[src/rtl/div_unit_if.sv]
// Operand/result bundle between the execute stage and the HI/LO divider.
// The master modport is the pipeline side; the slave modport is the divider.
interface div_unit_if #(
  parameter int unsigned WIDTH = 32
) ();
  logic             start;
  logic             isSigned;
  logic [WIDTH-1:0] dividend;
  logic [WIDTH-1:0] divisor;
  logic             cancel;
  logic             busy;
  logic             done;
  logic             divByZero;
  logic [WIDTH-1:0] lo;
  logic [WIDTH-1:0] hi;

  modport master (
    output start, isSigned, dividend, divisor, cancel,
    input  busy, done, divByZero, lo, hi
  );

  modport slave (
    input  start, isSigned, dividend, divisor, cancel,
    output busy, done, divByZero, lo, hi
  );
endinterface

[src/rtl/div_unit.sv]
// Multi-cycle restoring divider for MIPS div/divu: quotient on lo, remainder on hi.
// One quotient bit per cycle on operand magnitudes, then a single sign-fix cycle.
module div_unit #(
  parameter int unsigned WIDTH = 32
) (
  input  logic      clk,
  input  logic      reset,
  div_unit_if.slave bus
);

  localparam int unsigned CW = $clog2(WIDTH);

  typedef enum logic [1:0] {
    S_IDLE,
    S_CALC,
    S_FIX
  } state_t;

  state_t           state_q, state_d;
  logic [WIDTH-1:0] rem_q, rem_d;
  logic [WIDTH-1:0] quo_q, quo_d;
  logic [WIDTH-1:0] dvsr_q, dvsr_d;
  logic [WIDTH-1:0] dvnd_q, dvnd_d;
  logic [CW-1:0]    cnt_q, cnt_d;
  logic             q_neg_q, q_neg_d;
  logic             r_neg_q, r_neg_d;
  logic             zero_q, zero_d;
  logic             busy_q, busy_d;
  logic             done_q, done_d;
  logic             dbz_q, dbz_d;
  logic [WIDTH-1:0] lo_q, lo_d;
  logic [WIDTH-1:0] hi_q, hi_d;

  logic [WIDTH:0]   shifted;
  logic [WIDTH:0]   trial;

  always_comb begin
    state_d = state_q;
    rem_d   = rem_q;
    quo_d   = quo_q;
    dvsr_d  = dvsr_q;
    dvnd_d  = dvnd_q;
    cnt_d   = cnt_q;
    q_neg_d = q_neg_q;
    r_neg_d = r_neg_q;
    zero_d  = zero_q;
    done_d  = 1'b0;
    dbz_d   = dbz_q;
    lo_d    = lo_q;
    hi_d    = hi_q;

    // {rem, quo} shifted left one place; trial subtract at WIDTH+1 bits
    shifted = {rem_q, quo_q[WIDTH-1]};
    trial   = shifted - {1'b0, dvsr_q};

    unique case (state_q)
      S_IDLE: begin
        if (bus.start) begin
          dvnd_d  = bus.dividend;
          zero_d  = (bus.divisor == '0);
          q_neg_d = bus.isSigned & (bus.dividend[WIDTH-1] ^ bus.divisor[WIDTH-1]);
          r_neg_d = bus.isSigned & bus.dividend[WIDTH-1];
          quo_d   = (bus.isSigned && bus.dividend[WIDTH-1]) ? -bus.dividend : bus.dividend;
          dvsr_d  = (bus.isSigned && bus.divisor[WIDTH-1])  ? -bus.divisor  : bus.divisor;
          rem_d   = '0;
          cnt_d   = '0;
          state_d = S_CALC;
        end
      end

      S_CALC: begin
        if (bus.cancel) begin
          state_d = S_IDLE;
        end else begin
          if (!trial[WIDTH]) begin
            rem_d = trial[WIDTH-1:0];
            quo_d = {quo_q[WIDTH-2:0], 1'b1};
          end else begin
            rem_d = shifted[WIDTH-1:0];
            quo_d = {quo_q[WIDTH-2:0], 1'b0};
          end
          cnt_d = cnt_q + 1'b1;
          if (cnt_q == CW'(WIDTH - 1)) begin
            state_d = S_FIX;
          end
        end
      end

      S_FIX: begin
        state_d = S_IDLE;
        if (!bus.cancel) begin
          // divide by zero reports the raw dividend and skips sign correction
          if (zero_q) begin
            lo_d = quo_q;
            hi_d = dvnd_q;
          end else begin
            lo_d = q_neg_q ? -quo_q : quo_q;
            hi_d = r_neg_q ? -rem_q : rem_q;
          end
          dbz_d  = zero_q;
          done_d = 1'b1;
        end
      end

      default: state_d = S_IDLE;
    endcase

    busy_d = (state_d != S_IDLE);
  end

  always_ff @(posedge clk) begin
    if (reset) begin
      state_q <= S_IDLE;
      rem_q   <= '0;
      quo_q   <= '0;
      dvsr_q  <= '0;
      dvnd_q  <= '0;
      cnt_q   <= '0;
      q_neg_q <= 1'b0;
      r_neg_q <= 1'b0;
      zero_q  <= 1'b0;
      busy_q  <= 1'b0;
      done_q  <= 1'b0;
      dbz_q   <= 1'b0;
      lo_q    <= '0;
      hi_q    <= '0;
    end else begin
      state_q <= state_d;
      rem_q   <= rem_d;
      quo_q   <= quo_d;
      dvsr_q  <= dvsr_d;
      dvnd_q  <= dvnd_d;
      cnt_q   <= cnt_d;
      q_neg_q <= q_neg_d;
      r_neg_q <= r_neg_d;
      zero_q  <= zero_d;
      busy_q  <= busy_d;
      done_q  <= done_d;
      dbz_q   <= dbz_d;
      lo_q    <= lo_d;
      hi_q    <= hi_d;
    end
  end

  assign bus.busy      = busy_q;
  assign bus.done      = done_q;
  assign bus.divByZero = dbz_q;
  assign bus.lo        = lo_q;
  assign bus.hi        = hi_q;

endmodule

[src/flat_wrapper.sv]
// flat-port wrapper written by rule: the top's interface ports become plain ports
module div_unit_flat 
#(
  parameter int unsigned WIDTH = 32
)
  (clk, reset, bus_start, bus_isSigned, bus_dividend, bus_divisor, bus_cancel, bus_busy, bus_done, bus_divByZero, bus_lo, bus_hi);
  div_unit_if #(.WIDTH(WIDTH)) bus_i ();
  input  logic clk;
  input  logic reset;
  input wire logic [$bits(bus_i.start)-1:0] bus_start;
  input wire logic [$bits(bus_i.isSigned)-1:0] bus_isSigned;
  input wire logic [$bits(bus_i.dividend)-1:0] bus_dividend;
  input wire logic [$bits(bus_i.divisor)-1:0] bus_divisor;
  input wire logic [$bits(bus_i.cancel)-1:0] bus_cancel;
  output wire logic [$bits(bus_i.busy)-1:0] bus_busy;
  output wire logic [$bits(bus_i.done)-1:0] bus_done;
  output wire logic [$bits(bus_i.divByZero)-1:0] bus_divByZero;
  output wire logic [$bits(bus_i.lo)-1:0] bus_lo;
  output wire logic [$bits(bus_i.hi)-1:0] bus_hi;
  assign bus_i.start = bus_start;
  assign bus_i.isSigned = bus_isSigned;
  assign bus_i.dividend = bus_dividend;
  assign bus_i.divisor = bus_divisor;
  assign bus_i.cancel = bus_cancel;
  assign bus_busy = bus_i.busy;
  assign bus_done = bus_i.done;
  assign bus_divByZero = bus_i.divByZero;
  assign bus_lo = bus_i.lo;
  assign bus_hi = bus_i.hi;
  div_unit #(.WIDTH(WIDTH)) u_core (.clk(clk), .reset(reset), .bus(bus_i));
endmodule
[config.mk]
export PLATFORM = sky130hd
export DESIGN_NAME = div_unit_flat
export DESIGN_NICKNAME = d
export VERILOG_FILES = /design/src/rtl/div_unit_if.sv /design/src/rtl/div_unit.sv /design/src/flat_wrapper.sv
export SDC_FILE = /design/constraint.sdc
export NUM_CORES = 1
export LEC_CHECK = 0
export CAP_MARGIN = 20
export CORE_AREA = 2 2 150 152
export DETAILED_ROUTE_END_ITERATION = 8
export DIE_AREA = 0 0 152 154
export PLACE_DENSITY_LB_ADDON = 0.25
export SLEW_MARGIN = 10
export SYNTH_ARGS = -nofsm -noshare
export SYNTH_HDL_FRONTEND = slang
export SYNTH_SLANG_ARGS = --single-unit
[constraint.sdc]
create_clock -name clk -period 4.4 [get_ports clk]
set_input_delay 0.66 -clock clk [delete_from_list [all_inputs] [get_ports clk]]
set_output_delay 0.66 -clock clk [all_outputs]
set_load 0.05 [all_outputs]
==> impl_results.md, run 1 <==
- Status: finished clean
- Syn_area_per_cell: 7.651 sq um
- Root Driver: clkbuf_16
- Worst R2R Path Depth: 11
- CP Capture Type: flop
- Netlist cell types: 71
- Worst EP required: 4810 ps
- H-tree Lvls: 1
- Mapped Nets: 1697
- Die area: 0.02341 sq mm
- RR Endpoint: u_core.rem_q[26]$_SDFFE_PP0P_
- Worst R2R Setup Slack: 880 ps
- Max cap viols: 0
- WP data arrival: 3930 ps
- First-pass GRT wire length: 56.80 mm
- Yosys top cell area share: 33.76%
- Clk pin slew, worst setup/hold paths: 60 ps
- Final net count: 1775
- Final Setup Violations: 0
- Post-CTS Setup Inserts: 0
- Most frequent cells in the layout: 276 x nand2_1, 204 x dfxtp_1, 158 x a21oi_1
- Hpwl dp: 25.32 mm
- Placed Instances: 1920
- Max VDD drop: 0.0002207 V
- Initial antenna violation count: 0
- Setup TNS Final: 0 ps
- Total of cells resized after clock tree synthesis: 0
- Slew @ Worst Pin: 1006 ps
- GRT Util Overall: 29.09%
- Grt total ovfl: 0
- Setup WS post-layout: 879.8 ps
- Clock Path Buffers: 3
- Antenna cells: 0
- CTS buffer count: 24
- Yosys reg bits: 205
- Synth area leader: dfxtp_1
- Final routed DRC violation total: 0
- Ys async rst share: 0%
- Unrepaired setup endpoints after global routing: no
- EDFF count, synth: 0
- Hold EP: u_core.dvnd_q[18]$_SDFFE_PP0P_
- Area of the mapped netlist: 0.01216 sq mm
- Core area: 0.02169 sq mm
- Setup crit start kind: flop
- Min-delay worst type: reg -> reg
- Clk_skew: 15.87 ps
- Hold-fix buffers, CTS: 0
- Fmax: 0.2841 GHz
- PwrDens: 321.6 mW/mm^2
- Slew margin rel.: 32.87%
- Die width: 152 um
- IO buf count: 135
- Crit path max fanout: 4
- Ranking of synthesized cells by area: dfxtp_1 34%, nand2_1 8.5%, a21oi_1 6.5%, xor2_1 5.0%, xnor2_1 4.8%
- Post-route antenna net violation count: 0
- Worst-Skew Late Latency: 520 ps
- Crit share post-route: 80.00%
- TritonCTS clock tree: yes
- Final instance count without filler cells: 1963
- Final hold vios: 0
- Largest net degree at the start of global routing: 93
- Yosys warning total: 0
- Die height: 154 um
- Sink Count: 205
- Initial core utilization: 56.05%
- Max-slew violations: 0
- Post-synthesis sequential area ratio: 33.76%
- Drt first pass iters: 6
- Average vias per placed instance: 6.014
- Worst slack at placement: 785.9 ps
- DRT Wirelength: 34.94 mm
- Vias after detailed routing: 11810
- Min cycle time layout: 3520 ps
- Worst Hold Depth: 2
- Commonest non-fill, non-tap cell in the layout: nand2_1
- Hold path start: u_core.dvnd_q[18]$_SDFFE_PP0P_
- Fraction of layout cells with a size suffix above 1: 4.694%
- Number of global-route vias before repair: 10790
- DR iter-0 viols: 1041
- DR WL/cell: 17.80 um
- Worst reg2reg path startpoint: u_core.quo_q[31]$_SDFFE_PP0P_
- Area delta synth->final: 18.26%
- Most used DFF post-synth: dfxtp_1
- Setup CP Type: reg -> reg
- I/O Pins: 136
- Post-synthesis cell count: 1589
- Pleak: 5.273 nW
- Final Wtd Congestion: 0.9491
- Num rows: 54
[logic make-up after synthesis]
| logic type | after synthesis | share of synthesized area [%] |
|---|---|---|
| compound gates | 476 | 24.70 |
| xor+xnor | 135 | 9.726 |
| fa+ha+maj | 39 | 4.076 |
| buf+inv | 151 | 4.714 |
| flops | 205 | 33.76 |
| mux | 25 | 2.069 |
| simple gates | 558 | 20.95 |
[power breakdown]
group,internal [mW],switching [mW]
Sequential,1.93,0.0706
Combinational,0.291,0.441
Clock,1.11,0.783
Total,3.33,1.29
[Yosys cell counts (20+ instances only)]
| master | number |
|---|---|
| xnor2_1 | 66 |
| nor2_1 | 118 |
| nor3_1 | 28 |
| a22oi_1 | 31 |
| o31ai_1 | 22 |
| a211oi_1 | 43 |
| clkbuf_1 | 82 |
| ha_1 | 38 |
| mux2i_1 | 24 |
| nor4_1 | 20 |
| o21ai_0 | 92 |
| nand2_1 | 276 |
| dfxtp_1 | 205 |
| inv_1 | 51 |
| xor2_1 | 69 |
| a21oi_1 | 158 |
[sequential cells by signal (all words and copies together) (netlist names)]
name	count
u_core.r_neg_q	1
u_core.bus.hi	32
u_core.bus.done	1
u_core.dvsr_q	32
u_core.quo_q	32
u_core.bus.lo	32
u_core.q_neg_q	1
u_core.bus.busy	1
u_core.rem_q	32
u_core.bus.divByZero	1
u_core.dvnd_q	32
u_core.state_q	2
u_core.cnt_q	5
u_core.zero_q	1
[cell type report]
| class | instances | area (sq um) |
|---|---|---|
| multi-input combinational | 1233 | 7512 |
| clock inverter | 8 | 76.32 |
| tap | 280 | 350.3 |
| sequential | 205 | 4105 |
| fill | 1927 | 7312 |
| timing repair buffer | 151 | 1469 |
| inverter | 52 | 195.2 |
| clock buffer | 34 | 668.1 |
[worst max path at each step]
stage / end / cells past startpoint / start / slack, ps
6_report: u_core.rem_q[26]$_SDFFE_PP0P_ / 11 / u_core.quo_q[31]$_SDFFE_PP0P_ / 880
3_3_place_gp: u_core.dvsr_q[23]$_SDFFE_PP0P_ / 9 / bus_divisor[8] / 860
4_1_cts: u_core.rem_q[29]$_SDFFE_PP0P_ / 12 / u_core.quo_q[31]$_SDFFE_PP0P_ / 1000
2_1_floorplan: u_core.rem_q[26]$_SDFFE_PP0P_ / 13 / u_core.quo_q[31]$_SDFFE_PP0P_ / 1350
5_1_grt: u_core.rem_q[18]$_SDFFE_PP0P_ / 12 / u_core.quo_q[31]$_SDFFE_PP0P_ / 700
3_5_place_dp: u_core.dvsr_q[23]$_SDFFE_PP0P_ / 9 / bus_divisor[8] / 790
[layer usage]
layer | vias up | share of wire, % | GRT usage, %
met5 | - | 0 | 0
met4 | 0 | 3.5 | 9.969
met3 | 74 | 6.1 | 3.495
met2 | 399 | 47 | 48.80
met1 | 5534 | 43 | 38.93
li1 | 5799 | - | -
[worst max-delay path, stage by stage, from the launching register on]
cell      delay (ps)
dfxtp_1          310
inv_1             90
ha_1             230
fa_1             380
nand2b_1         210
a21o_1           210
a21oi_1          350
o211ai_1         290
o41ai_1          760
a21boi_0         260
xor2_1           230
o21ai_0           90
[stage by stage]
stage	cell area [sq um]	total power [mW]	hold WS (ps)	utilization [%]
2_1_floorplan	12160	2.509	425.0	-
3_3_place_gp	13620	2.743	436.6	62.82
3_5_place_dp	13620	2.754	441.7	62.82
4_1_cts	14370	4.640	449.7	66.25
5_1_grt	14380	4.817	470.2	66.29
6_report	14380	4.624	448.7	66.29
Note: power is estimated with default switching activity, not from simulation.
==> run 2, diff against run 1 <==
CORE_AREA = 2 2 156 158   (was 2 2 150 152)
DIE_AREA = 0 0 158 160   (was 0 0 152 154)
clock period = 3.2 ns   (was 4.4 ns; I/O delays follow)
==> run 2 against run 1 <==
  * First-iteration DRC count shrank 21%
  * Cell area grew 4.8%
  * Sequential share of layout area shrank 1.3 points
  * Combinational power grew 45%
  * Fmax grew 15%
  * Core utilization shrank 3.1 points
  * Critical path type unchanged
  * Largest power group unchanged
==> impl_results.md, run 2 (synthesis gave the netlist of run 1 again) <==
- Final Wtd Congestion: 0.9473 (-0.19%)
- Hold-fix buffers, CTS: 0 (unchanged)
- IO buf count: 135 (unchanged)
- Vias after detailed routing: 11930 (+1.1%)
- Area of the multi-input gates: 0.007527 sq mm (+0.20%)
- Clk_skew: 17.29 ps (+1.415 ps)
- Final hold vios: 0 (unchanged)
- Setup TNS Final: 0 ps (unchanged)
- FF/Latch Area: 0.004106 sq mm (about the same)
- Setup CP Type: reg -> reg
- Die height: 160 um (+3.9%)
- Final routed DRC violation total: 0 (unchanged)
- DR WL/cell: 17.08 um (-4.0%)
- Fraction of layout cells with a size suffix above 1: 8.696% (+4.0 points)
- DRT Wirelength: 35.39 mm (+1.3%)
- Worst Hold Depth: 2 (unchanged)
- Unrepaired setup endpoints after global routing: no
- Core area: 0.02382 sq mm (+9.8%)
- Sink Count: 205 (unchanged)
- Commonest non-fill, non-tap cell in the layout: nand2_1
- Antenna cells: 0 (unchanged)
- Crit path max fanout: 6 (+2)
- Hold Worst Slack: 417.7 ps (-31.04 ps)
- Most frequent cells in the layout: 276 x nand2_1, 203 x dfxtp_1, 158 x a21oi_1
- Root Driver: clkbuf_16
- Pleak: 5.619 nW (+6.6%)
- Fmax: 0.3281 GHz (+15%)
- Setup crit start kind: flop
- Final net count: 1840 (+3.7%)
- Max-slew violations: 0 (unchanged)
- Hpwl dp: 26.24 mm (+3.6%)
- Initial core utilization: 51.03% (-5.0 points)
- GRT Util Overall: 27.41% (-1.7 points)
- Status: finished clean
- DR iter-0 viols: 822 (-21%)
- Fillers: 2193 (+14%)
- Die area: 0.02528 sq mm (+8.0%)
- Max cap viols: 0 (unchanged)
- H-tree Lvls: 1 (unchanged)
- Clock Path Buffers: 3 (unchanged)
- Number of global-route vias before repair: 11100 (+2.9%)
- Min cycle time layout: 3048 ps (-471.9 ps)
- WP data arrival: 3490 ps (-440 ps)
- Initial antenna violation count: 0 (unchanged)
- First-pass GRT wire length: 56.50 mm (-0.52%)
- Final Setup Violations: 0 (unchanged)
- Min-delay worst type: in -> reg
- Total Power: 6.464 mW (+40%)
- Max VDD drop: 0.0002922 V (+32%)
- Largest net degree at the start of global routing: 125 (+34%)
- Clk pin slew, worst setup/hold paths: 70 ps (about the same)
- TritonCTS clock tree: yes
- Area delta synth->final: 23.88%
- Worst EP required: 3650 ps (-1160 ps)
- I/O Pins: 136 (unchanged)
- Grt total ovfl: 0 (unchanged)
- Drt first pass iters: 5 (-1)
- PwrDens: 429.2 mW/mm^2 (+33%)
- Worst-Skew Late Latency: 510 ps (about the same)
- Num rows: 57 (+5.6%)
- CP Capture Type: flop
- Worst R2R Path Depth: 10 (-1)
- Slew @ Worst Pin: 890.9 ps (-114.7 ps)
- Die width: 158 um (+3.9%)
- Average vias per placed instance: 5.759 (-4.2%)
- Post-route antenna net violation count: 0 (unchanged)
- CTS buffer count: 23 (-4.2%)
- Slew margin rel.: 40.61% (+7.7 points)
- Crit share post-route: 95.26% (+15 points)
[run 2: cell types whose count changed in the layout (fill, tap and decap cells not counted), sizes merged]
cell / before / now
buf: 17 / 81
bufinv: 1 / 2
clkinvlp: 0 / 6
clkbuf: 34 / 31
clkinv: 7 / 4
[run 2: through the flow]
stage	area (sq um)	std cells	utilization [%]	setup slack, ps
floorplan	12160	1589	-	150.3
global placement	14170	2023	59.50	-151.5
detailed placement	14170	2023	59.50	-126.2
CTS	14930	2064	62.69	33.69
global route	15060	2072	63.22	11.42
finish	15060	2072	63.22	151.7
[run 2: critical path: stages (launching register included)]
cell	delay, ps
dfxtp_1	520
ha_1	370
a21oi_1	210
o21ai_0	180
or4_1	490
nor3_1	250
buf_4	180
nor3_1	100
or3_1	360
o311ai_0	120
a31o_2	200
[run 2: routing by layer]
layer	vias to the layer above	GRT usage (%)	part of all wire, %
met5	-	0	0
met4	0	8.804	3.2
met3	72	2.904	5.4
met2	357	47.09	48
met1	5599	35.90	43
li1	5905	-	-
[run 2: area by class of cell]
class | count | area share, %
Clock buffer | 29 | 4.171
Clock inverter | 12 | 0.8807
Inverter | 52 | 1.296
Multi-Input combinational cell | 1233 | 49.98
Sequential cell | 205 | 27.27
Tap cell | 324 | 2.692
Timing Repair Buffer | 217 | 13.71
[run 2: report_power, final]
part | switching [mW] | internal, mW
registers | 0.0885 | 2.65
logic | 0.618 | 0.445
clock network | 1.11 | 1.56
total | 1.81 | 4.65
[run 2: what timing repair did]
action	4_1_cts	5_1_grt
buffers inserted	0	5
endpoints found under the setup margin	0	36
resized for setup	0	8
[run 2: final timing paths]
| check | startpoint | to | slack (ps) |
|---|---|---|---|
| setup / recovery | u_core.rem_q[13]$_SDFFE_PP0P_ | u_core.rem_q[29]$_SDFFE_PP0P_ | 150 |
| hold / removal | reset | u_core.cnt_q[1]$_SDFFE_PP0P_ | 420 |
| setup reg to reg | u_core.rem_q[13]$_SDFFE_PP0P_ | u_core.rem_q[29]$_SDFFE_PP0P_ | 150 |
| hold reg to reg | u_core.dvnd_q[18]$_SDFFE_PP0P_ | u_core.dvnd_q[18]$_SDFFE_PP0P_ | 450 |
==> run 3, diff against run 2 <==
CORE_AREA = 2 2 159 161   (was 2 2 156 158)
DIE_AREA = 0 0 161 163   (was 0 0 158 160)
==> run 3 against run 2 <==
  * Via count shrank 0.21%
  * Critical endpoint is now u_core.rem_q[17]$_SDFFE_PP0P_
  * Cell area grew 0.72%
  * Largest power group is now clock
  * Clock-buffer cell count rose by 5
  * Final cell count rose by 0.68%
  * Flip-flop and latch count did not move
  * Clock skew decreased by 6.7 ps
  * Non-clock buffer count is 6 higher
==> impl_results.md, run 3 (synthesis gave the netlist of run 1 again) <==
- Num rows: 58 (+1.8%)
- Worst R2R Setup Slack: 160 ps (about the same)
- Die height: 163 um (+1.9%)
- Crit path max fanout: 6 (unchanged)
- Vias after detailed routing: 11910 (-0.21%)
- Hold Worst Slack: 445.0 ps (+27.32 ps)
- Clk pin slew, worst setup/hold paths: 60 ps (about the same)
- Final hold vios: 0 (unchanged)
- Root Driver: clkbuf_16
- Slew margin rel.: 42.61% (+2.0 points)
- Crit share post-route: 94.93% (-0.32 points)
- CTS buffer count: 24 (+4.3%)
- CP Capture Type: flop
- Final Setup Violations: 0 (unchanged)
- Worst reg2reg path startpoint: u_core.quo_q[31]$_SDFFE_PP0P_
- Antenna cells: 0 (unchanged)
- FF/Latch Area: 0.004105 sq mm (about the same)
- Grt total ovfl: 0 (unchanged)
- Design Area, Final: 0.01517 sq mm (+0.72%)
- Number of global-route vias before repair: 11040 (-0.60%)
- Max cap viols: 0 (unchanged)
- Die width: 161 um (+1.9%)
- Clk_skew: 10.64 ps (-6.653 ps)
- Util after Layout: 61.48% (-1.7 points)
- Pleak: 5.701 nW (+1.5%)
- Critical-path top delay cell: fa_2
- Drt first pass iters: 5 (unchanged)
- Average vias per placed instance: 5.709 (-0.88%)
- Fillers: 2234 (+1.9%)
- Min cycle time layout: 3038 ps (-10.39 ps)
- Most frequent cells in the layout: 276 x nand2_1, 204 x dfxtp_1, 158 x a21oi_1
- DR iter-0 viols: 800 (-2.7%)
- Area of the multi-input gates: 0.007547 sq mm (+0.27%)
- Clock Path Buffers: 3 (unchanged)
- Initial antenna violation count: 0 (unchanged)
- Fraction of layout cells with a size suffix above 1: 9.282% (+0.59 points)
- Placed Area: 0.01423 sq mm (+0.39%)
- Critical path cell sequence: inv_1 > ha_2 > fa_2 > nand2b_4 > a21o_1 > a211oi_2 > buf_4 > o21bai_1 > a211o_1 > a221oi_4 > buf_6 > buf_6 > buf_4 > mux2i_1 > o21ai_0
- Core area: 0.02467 sq mm (+3.6%)
- Commonest non-fill, non-tap cell in the layout: nand2_1
- TritonCTS clock tree: yes
- First-pass GRT wire length: 56.79 mm (+0.50%)
- Hold-fix buffers, CTS: 0 (unchanged)
- Largest net degree at the start of global routing: 93 (-26%)
- Sink Count: 205 (unchanged)
- Hold EP: u_core.dvsr_q[29]$_SDFFE_PP0P_
- IO buf count: 135 (unchanged)
- Post-route antenna net violation count: 0 (unchanged)
- Max-slew violations: 0 (unchanged)
- Setup CP Type: reg -> reg
- Worst R2R Path Depth: 15 (+5)
- Fmax: 0.3292 GHz (+0.34%)
- Final routed DRC violation total: 0 (unchanged)
- Worst Hold Depth: 2 (unchanged)
- RR Endpoint: u_core.rem_q[17]$_SDFFE_PP0P_
- Final net count: 1847 (+0.38%)
- Die area: 0.02624 sq mm (+3.8%)
- Setup TNS Final: 0 ps (unchanged)
- Worst-Skew Late Latency: 520 ps (about the same)
- WP data arrival: 3440 ps (-50 ps)
- H-tree Lvls: 1 (unchanged)
- I/O Pins: 136 (unchanged)
- Final Wtd Congestion: 0.9113 (-3.8%)
- DRT Wirelength: 35.76 mm (+1.0%)
- Worst EP required: 3600 ps (-50 ps)
- Slew @ Worst Pin: 858.8 ps (-32.09 ps)
- Max VDD drop: 0.0003863 V (+32%)
- Min-delay worst type: reg -> reg
- Setup crit start kind: flop
- CP peak stage delay: 340 ps (-180 ps)
- Hold path start: u_core.dvsr_q[29]$_SDFFE_PP0P_
- Hpwl dp: 26.92 mm (+2.6%)
- Status: finished clean
- DR WL/cell: 17.14 um (+0.36%)
- GRT Util Overall: 26.46% (-0.95 points)
- Initial core utilization: 49.27% (-1.8 points)
- PwrDens: 442.1 mW/mm^2 (+3.0%)
- Area delta synth->final: 24.77%
-- run 3: where the power goes --
group	total [mW]	internal [mW]	switching, mW
Clock	2.89	1.80	1.09
Combinational	1.08	0.450	0.626
Sequential	2.74	2.65	0.0905
-- run 3: how the worst max path moves through the flow --
stage,startpoint,to,cells after the start
after detailed placement,bus_divisor[8],u_core.dvsr_q[23]$_SDFFE_PP0P_,9
after CTS,u_core.quo_q[31]$_SDFFE_PP0P_,u_core.rem_q[1]$_SDFFE_PP0P_,13
final,u_core.quo_q[31]$_SDFFE_PP0P_,u_core.rem_q[17]$_SDFFE_PP0P_,15
after global placement,bus_divisor[8],u_core.dvsr_q[21]$_SDFFE_PP0P_,10
after global routing,u_core.dvsr_q[5]$_SDFFE_PP0P_,u_core.rem_q[17]$_SDFFE_PP0P_,14
after floorplan,u_core.quo_q[31]$_SDFFE_PP0P_,u_core.rem_q[26]$_SDFFE_PP0P_,13
-- run 3: final cells by class --
type / count / area share, %
clock inverters: 9 / 0.8084
multi-input cells: 1233 / 49.76
repair buffers: 223 / 13.62
inverters: 52 / 1.287
flip-flops and latches: 205 / 27.06
clock buffers: 34 / 4.743
well taps: 330 / 2.722
-- run 3: critical path: cells and delay by family (launching register included) --
kind                       cells  cell delay, ps
DFF                            1             310
and+or+nand+nor                1             150
AOI/OAI and AO/OA              6            1170
adders and majority gates      2             530
muxes                          1             160
buffers and inverters          5             590
-- run 3: timing repair --
action	4_1_cts	5_1_grt
setup buffers	0	3
setup endpoints to repair	0	34
gates resized for setup	0	18
-- run 3: stage by stage --
step / setup WS [ps] / std cells / power (mW)
after floorplan: 150.3 / 1589 / 3.449
after detailed placement: -86.20 / 2037 / 3.844
after global routing: -13.66 / 2086 / 6.966
after global placement: -61.73 / 2037 / 3.831
final: 162.1 / 2086 / 6.706
after CTS: 40.30 / 2080 / 6.726
-- run 3: per-layer routing --
metal	global-route usage (%)	share of wire [%]
met1	34.09	44
met5	0	0
met2	45.22	47
met3	2.979	5.1
met4	10.92	4.0
